## src/rtl/micro_x86_fetch_if.sv

```systemverilog
// Bus bundle between the fetch front end, instruction memory and decode.
// Handshake: a transfer happens on a rising edge where valid && ready; the
// sender holds valid and payload stable until then. imem_resp has no ready.
interface micro_x86_fetch_if #(
  parameter int ADDR_W  = 64,
  parameter int INSTR_W = 32
);
  logic               imem_req_valid;
  logic               imem_req_ready;
  logic [ADDR_W-1:0]  imem_req_addr;
  logic               imem_resp_valid;
  logic [INSTR_W-1:0] imem_resp_data;
  logic               instr_valid;
  logic               instr_ready;
  logic [INSTR_W-1:0] instr;
  logic [ADDR_W-1:0]  instr_pc;
  logic               redirect_valid;
  logic [ADDR_W-1:0]  redirect_pc;

  modport master (
    output imem_req_valid, imem_req_addr, instr_valid, instr, instr_pc,
    input  imem_req_ready, imem_resp_valid, imem_resp_data, instr_ready,
           redirect_valid, redirect_pc
  );

  modport slave (
    input  imem_req_valid, imem_req_addr, instr_valid, instr, instr_pc,
    output imem_req_ready, imem_resp_valid, imem_resp_data, instr_ready,
           redirect_valid, redirect_pc
  );
endinterface

```

## src/rtl/micro_x86_fetch.sv

```systemverilog
// Sequential instruction fetch with a prefetch FIFO, in-flight request
// tracking and redirect flush that discards stale memory responses.
module micro_x86_fetch #(
  parameter int              ADDR_W   = 64,
  parameter int              INSTR_W  = 32,
  parameter int              DEPTH    = 4,
  parameter logic [ADDR_W-1:0] RESET_PC = '0
) (
  input  logic                   clk,
  input  logic                   reset,
  micro_x86_fetch_if.master      io_bus,
  output logic [$clog2(DEPTH):0] o_dbg_count,
  output logic [$clog2(DEPTH):0] o_dbg_inflight,
  output logic [$clog2(DEPTH):0] o_dbg_discard
);
  localparam int PW = $clog2(DEPTH);
  localparam int CW = PW + 1;

  logic [ADDR_W-1:0]  r_fetch_pc;
  logic [ADDR_W-1:0]  r_resp_pc;
  logic [CW-1:0]      r_inflight;
  logic [CW-1:0]      r_discard;
  logic [CW-1:0]      r_count;
  logic [PW-1:0]      r_rd_ptr;
  logic [PW-1:0]      r_wr_ptr;
  logic [ADDR_W-1:0]  r_mem_pc    [DEPTH];
  logic [INSTR_W-1:0] r_mem_instr [DEPTH];

  logic [CW:0] w_occ;
  logic        w_req_valid;
  logic        w_req_fire;
  logic        w_resp_ok;
  logic        w_push;
  logic        w_pop;
  logic        w_instr_valid;

  // Requests are throttled so every outstanding response has a FIFO slot.
  assign w_occ         = {1'b0, r_count} + {1'b0, r_inflight};
  assign w_req_valid   = !reset && !io_bus.redirect_valid && (w_occ < (CW+1)'(DEPTH));
  assign w_req_fire    = w_req_valid && io_bus.imem_req_ready;
  assign w_resp_ok     = io_bus.imem_resp_valid && (r_inflight != '0);
  assign w_push        = !reset && w_resp_ok && (r_discard == '0) && !io_bus.redirect_valid;
  assign w_instr_valid = !reset && (r_count != '0) && !io_bus.redirect_valid;
  assign w_pop         = w_instr_valid && io_bus.instr_ready;

  assign io_bus.imem_req_valid = w_req_valid;
  assign io_bus.imem_req_addr  = reset ? RESET_PC : r_fetch_pc;
  assign io_bus.instr_valid    = w_instr_valid;
  assign io_bus.instr          = reset ? '0 : r_mem_instr[r_rd_ptr];
  assign io_bus.instr_pc       = reset ? '0 : r_mem_pc[r_rd_ptr];

  assign o_dbg_count    = r_count;
  assign o_dbg_inflight = r_inflight;
  assign o_dbg_discard  = r_discard;

  always_ff @(posedge clk) begin
    if (reset) begin
      r_fetch_pc <= RESET_PC;
      r_resp_pc  <= RESET_PC;
      r_inflight <= '0;
      r_discard  <= '0;
      r_count    <= '0;
      r_rd_ptr   <= '0;
      r_wr_ptr   <= '0;
    end else if (io_bus.redirect_valid) begin
      // Everything still outstanding belongs to the old stream.
      r_fetch_pc <= io_bus.redirect_pc;
      r_resp_pc  <= io_bus.redirect_pc;
      r_inflight <= r_inflight - CW'(w_resp_ok);
      r_discard  <= r_inflight - CW'(w_resp_ok);
      r_count    <= '0;
      r_rd_ptr   <= '0;
      r_wr_ptr   <= '0;
    end else begin
      if (w_req_fire) r_fetch_pc <= r_fetch_pc + ADDR_W'(4);
      r_inflight <= r_inflight + CW'(w_req_fire) - CW'(w_resp_ok);
      if (w_resp_ok && (r_discard != '0)) r_discard <= r_discard - CW'(1);
      if (w_push) begin
        r_resp_pc <= r_resp_pc + ADDR_W'(4);
        r_wr_ptr  <= r_wr_ptr + PW'(1);
      end
      if (w_pop) r_rd_ptr <= r_rd_ptr + PW'(1);
      r_count <= r_count + CW'(w_push) - CW'(w_pop);
    end
  end

  always_ff @(posedge clk) begin
    if (w_push) begin
      r_mem_pc[r_wr_ptr]    <= r_resp_pc;
      r_mem_instr[r_wr_ptr] <= io_bus.imem_resp_data;
    end
  end
endmodule

```

## src/flat_wrapper.sv

```systemverilog
// flat-port wrapper written by rule: the top's interface ports become plain ports
module micro_x86_fetch_flat 
#(
  parameter int              ADDR_W   = 64,
  parameter int              INSTR_W  = 32,
  parameter int              DEPTH    = 4,
  parameter logic [ADDR_W-1:0] RESET_PC = '0
)
  (clk, reset, o_dbg_count, o_dbg_inflight, o_dbg_discard, io_bus_imem_req_valid, io_bus_imem_req_addr, io_bus_instr_valid, io_bus_instr, io_bus_instr_pc, io_bus_imem_req_ready, io_bus_imem_resp_valid, io_bus_imem_resp_data, io_bus_instr_ready, io_bus_redirect_valid, io_bus_redirect_pc);
  micro_x86_fetch_if #(.ADDR_W(ADDR_W), .INSTR_W(INSTR_W)) io_bus_i ();
  input  logic clk;
  input  logic reset;
  output logic [$clog2(DEPTH):0] o_dbg_count;
  output logic [$clog2(DEPTH):0] o_dbg_inflight;
  output logic [$clog2(DEPTH):0] o_dbg_discard;
  output wire logic [$bits(io_bus_i.imem_req_valid)-1:0] io_bus_imem_req_valid;
  output wire logic [$bits(io_bus_i.imem_req_addr)-1:0] io_bus_imem_req_addr;
  output wire logic [$bits(io_bus_i.instr_valid)-1:0] io_bus_instr_valid;
  output wire logic [$bits(io_bus_i.instr)-1:0] io_bus_instr;
  output wire logic [$bits(io_bus_i.instr_pc)-1:0] io_bus_instr_pc;
  input wire logic [$bits(io_bus_i.imem_req_ready)-1:0] io_bus_imem_req_ready;
  input wire logic [$bits(io_bus_i.imem_resp_valid)-1:0] io_bus_imem_resp_valid;
  input wire logic [$bits(io_bus_i.imem_resp_data)-1:0] io_bus_imem_resp_data;
  input wire logic [$bits(io_bus_i.instr_ready)-1:0] io_bus_instr_ready;
  input wire logic [$bits(io_bus_i.redirect_valid)-1:0] io_bus_redirect_valid;
  input wire logic [$bits(io_bus_i.redirect_pc)-1:0] io_bus_redirect_pc;
  assign io_bus_imem_req_valid = io_bus_i.imem_req_valid;
  assign io_bus_imem_req_addr = io_bus_i.imem_req_addr;
  assign io_bus_instr_valid = io_bus_i.instr_valid;
  assign io_bus_instr = io_bus_i.instr;
  assign io_bus_instr_pc = io_bus_i.instr_pc;
  assign io_bus_i.imem_req_ready = io_bus_imem_req_ready;
  assign io_bus_i.imem_resp_valid = io_bus_imem_resp_valid;
  assign io_bus_i.imem_resp_data = io_bus_imem_resp_data;
  assign io_bus_i.instr_ready = io_bus_instr_ready;
  assign io_bus_i.redirect_valid = io_bus_redirect_valid;
  assign io_bus_i.redirect_pc = io_bus_redirect_pc;
  micro_x86_fetch #(.ADDR_W(ADDR_W), .INSTR_W(INSTR_W), .DEPTH(DEPTH), .RESET_PC(RESET_PC)) u_core (.clk(clk), .reset(reset), .io_bus(io_bus_i), .o_dbg_count(o_dbg_count), .o_dbg_inflight(o_dbg_inflight), .o_dbg_discard(o_dbg_discard));
endmodule
```

## config.mk

```make
export PLATFORM = sky130hd
export DESIGN_NAME = micro_x86_fetch_flat
export DESIGN_NICKNAME = d
export VERILOG_FILES = /design/src/rtl/micro_x86_fetch_if.sv /design/src/rtl/micro_x86_fetch.sv /design/src/flat_wrapper.sv
export SDC_FILE = /design/constraint.sdc
export NUM_CORES = 1
export LEC_CHECK = 0
export CORE_MARGIN = 10
export CORE_UTILIZATION = 35
export CTS_CLUSTER_SIZE = 12
export DETAILED_ROUTE_END_ITERATION = 10
export GPL_TIMING_DRIVEN = 0
export PLACE_DENSITY = 0.63
export REMOVE_ABC_BUFFERS = 1
export SYNTH_ARGS = -nofsm -noshare
export SYNTH_HDL_FRONTEND = slang
export SYNTH_SLANG_ARGS = --single-unit
```

## constraint.sdc

```tcl
create_clock -name clk -period 4.6 [get_ports clk]
set_clock_uncertainty 0.15 [all_clocks]
set_input_delay 0.46 -clock clk [delete_from_list [all_inputs] [get_ports clk]]
set_output_delay 0.46 -clock clk [all_outputs]
set_load 0.05 [all_outputs]
```

==> reports/summary.txt <==
Top FF cell, synth: edfxtp_1
First DRT Iteration DRCs: 1436
CP Buf/Inv Count: 2
Area Overhead vs Synth: 23.92%
Final ANT Viol Nets: 0
I/O Buffers: 272
Hpwl dp: 48.79 mm
Number of remaining DRC errors: 0
Postcts setup bufs: 0
Initial core utilization: 35.52%
Post-route cell area: 0.02915 mm²
Number of flops mapped to enable cells by yosys: 384
Pins Over Slew Limit: 0
Dpl cell area: 0.02738 mm²
Sw Ratio: 26.51%
DIE AREA: 0.07797 mm²
CTS-repair resized insts: 0
Share of power burned in registers: 49.0%
Filler instances: 5954
Leakage Power: 9.229 nW
First-pass GRT wire length: 105.6 mm
Final WL: 71.52 mm
Core area: 0.06622 mm²
Combinational share of power: 12.5%
Most frequent cells in the layout: edfxtp_1, clkdlybuf4s50_1, dfxtp_1
Met2 WL: 34.28 mm
Post-layout min period: 3.988 ns
TritonCTS clock tree: done
Period utilization: 86.70%
Final hold vios: 0
Mapped Area: 0.02352 mm²
Normalized max-slew margin: 7.307%
Async SR Flop Fraction: 0%
Crit-path leading delay family: buffers and inverters
Initial antenna violation count: 5
I/O Pins: 273
Htree depth: 2
Max-cap violations: 0
Synthesized instance count: 1778
Gp weighted congestion: 0.8999
WL met1: 29.91 mm
Worst-path clk slew: 0.06 ns
Sinks on the clock net: 527
Fmax: 0.2507 GHz
Final setup vio count: 0
Yosys top cell area share: 49.02%
CTS Root Cell: clkbuf_16
Pwr dens: 382.4 mW/mm²
# rows: 94
RSZ-0062 raised after global routing: false
Die height: 279.2 µm
Peak VDD IR: 0.0003283 V
Hold WC Path Type: input port to flip-flop
Multi-input logic area: 0.008628 mm²
DR top layer: met5
Worst Path Arrival: 3.38 ns
Slew at the pin closest to its max-slew limit: 1.378 ns
Vias per cell: 5.553
Avg WL per Cell: 24.32 µm
Share of post-route cells with drive strength above 1: 11.06%
Yosys cell types: 75
Worst setup SP type: flip-flop
Num CTS Buffers: 57
P_int: 8.192 mW
Critical path cell sequence: buf_16, mux4_2, and2_1, clkdlybuf4s50_1
CTS max path bufs: 3
Total GRT Usage: 17.81%
Clock latency on the worst-skew pair: 0.63 ns
P_sw: 2.955 mW
YS warnings: 0
Clock network fraction of total power: 38.5%
GRT Residual Overflow: 0
Largest net degree at the start of global routing: 113
Critical path class: flip-flop to output port
Largest area contributor in the netlist: edfxtp_1
Met3 wire length: 5.321 mm
Commonest non-fill, non-tap cell in the layout: edfxtp_1
Max stage delay on crit path: 0.87 ns
Crit-path max FO: 37
Routed via count: 16330
CTS Hold Bufs: 0
Critical-path top delay cell: dfxtp_4
Die width: 279.2 µm
Placed cells: 2827
Final nets: 2144
Worst EP required: 3.99 ns
Total power: 11.15 mW
Top cells by area, synth: edfxtp_1, dfxtp_1, mux4_2, and2_1, nand4_1
Critical Path Sink Type: output port
Post-synthesis sequential area ratio: 61.19%
Drt first pass iters: 6
Register bit count reported by yosys: 527
Status: finished, final reports clean
Vias in the first global route: 16420
Register area: 0.01440 mm²
Syn avg cell area: 13.23 µm²
Final Non-Filler Cells: 2941
[Yosys cell counts (28+ instances only)]
cell type	count
nor2_1	86
nand3_1	62
dfxtp_1	143
nor2b_1	58
edfxtp_1	384
clkbuf_1	81
nand2_1	101
a21oi_1	40
and2_1	116
nand4_1	65
a31oi_1	28
inv_1	34
nor3_1	35
nor4_1	33
and3_1	37
o21ai_0	36
mux4_2	96
[metrics by stage]
step / setup WS (ns) / hold WS (ns) / setup TNS, ns / util (%)
floorplan: -1.004 / 0.2757 / -96.39 / -
global placement: -10.11 / 0.2915 / -4766.27 / 40.65
detailed placement: 0.5494 / 0.2985 / 0 / 41.36
CTS: 0.4828 / 0.05744 / 0 / 43.98
global route: 0.4039 / 0.09280 / 0 / 44.00
finish: 0.6119 / 0.06793 / 0 / 44.02
[sequential cells by signal, indices dropped and copies added (netlist names), named ones only]
| signal | count |
|---|---|
| u_core.r_fetch_pc | 64 |
| u_core.r_resp_pc | 64 |
| u_core.r_mem_pc | 256 |
| u_core.r_wr_ptr | 2 |
| u_core.o_dbg_inflight | 3 |
| u_core.r_mem_instr | 128 |
| u_core.o_dbg_discard | 3 |
| u_core.r_rd_ptr | 2 |
| u_core.o_dbg_count | 3 |
[worst reg2reg max path, stage by stage, from the launching register on]
cell     delay (ns)
dfxtp_1        0.38
ha_1           0.31
a311o_1        0.51
or2_2          0.63
inv_2          0.33
buf_12         0.27
nor2_2         0.80
o21ai_0        0.25
a31oi_1        0.19
[final cells by class]
class,instances,share of cell area (%)
flip-flops and latches,527,49.41
multi-input cells,1112,29.60
repair buffers,291,10.79
clock buffers,77,5.288
well taps,864,3.709
diodes,6,0.05151
inverters,35,0.4765
clock inverters,29,0.6782
[worst paths after layout]
kind,from,to,slack [ns],cells past startpoint
hold / removal,reset,u_core.o_dbg_inflight[2],0.07,2
setup / recovery,flip-flop,io_bus_instr_pc[49],0.61,4
hold reg to reg,u_core.r_fetch_pc[0],u_core.r_fetch_pc[0],0.33,2
setup reg to reg,u_core.o_dbg_count[1],u_core.r_fetch_pc[25],0.71,8
[power by group through the flow]
stage               Clock (mW)  Combinational [mW]  Sequential (mW)
finish                    4.29                1.39             5.46
CTS                       4.40                1.41             5.46
floorplan                    0               0.761             5.57
global placement             0                1.37             5.56
detailed placement           0                1.40             5.56
global route              4.59                1.50             5.49
[per-layer routing]
metal,track usage [%],up-vias
li1,-,7425
met1,22.97,8253
met2,29.44,527
met3,4.112,121
met4,5.351,4
met5,0,-
[cell families after synthesis]
| family | Yosys count | share of synthesized area (%) |
|---|---|---|
| compound gates | 252 | 7.532 |
| xor+xnor | 48 | 1.787 |
| fa+ha+maj | 18 | 1.021 |
| buf+inv | 139 | 2.298 |
| flops | 527 | 61.19 |
| mux | 111 | 9.841 |
| simple gates | 683 | 16.33 |
Note: power is estimated with default switching activity, not from simulation.
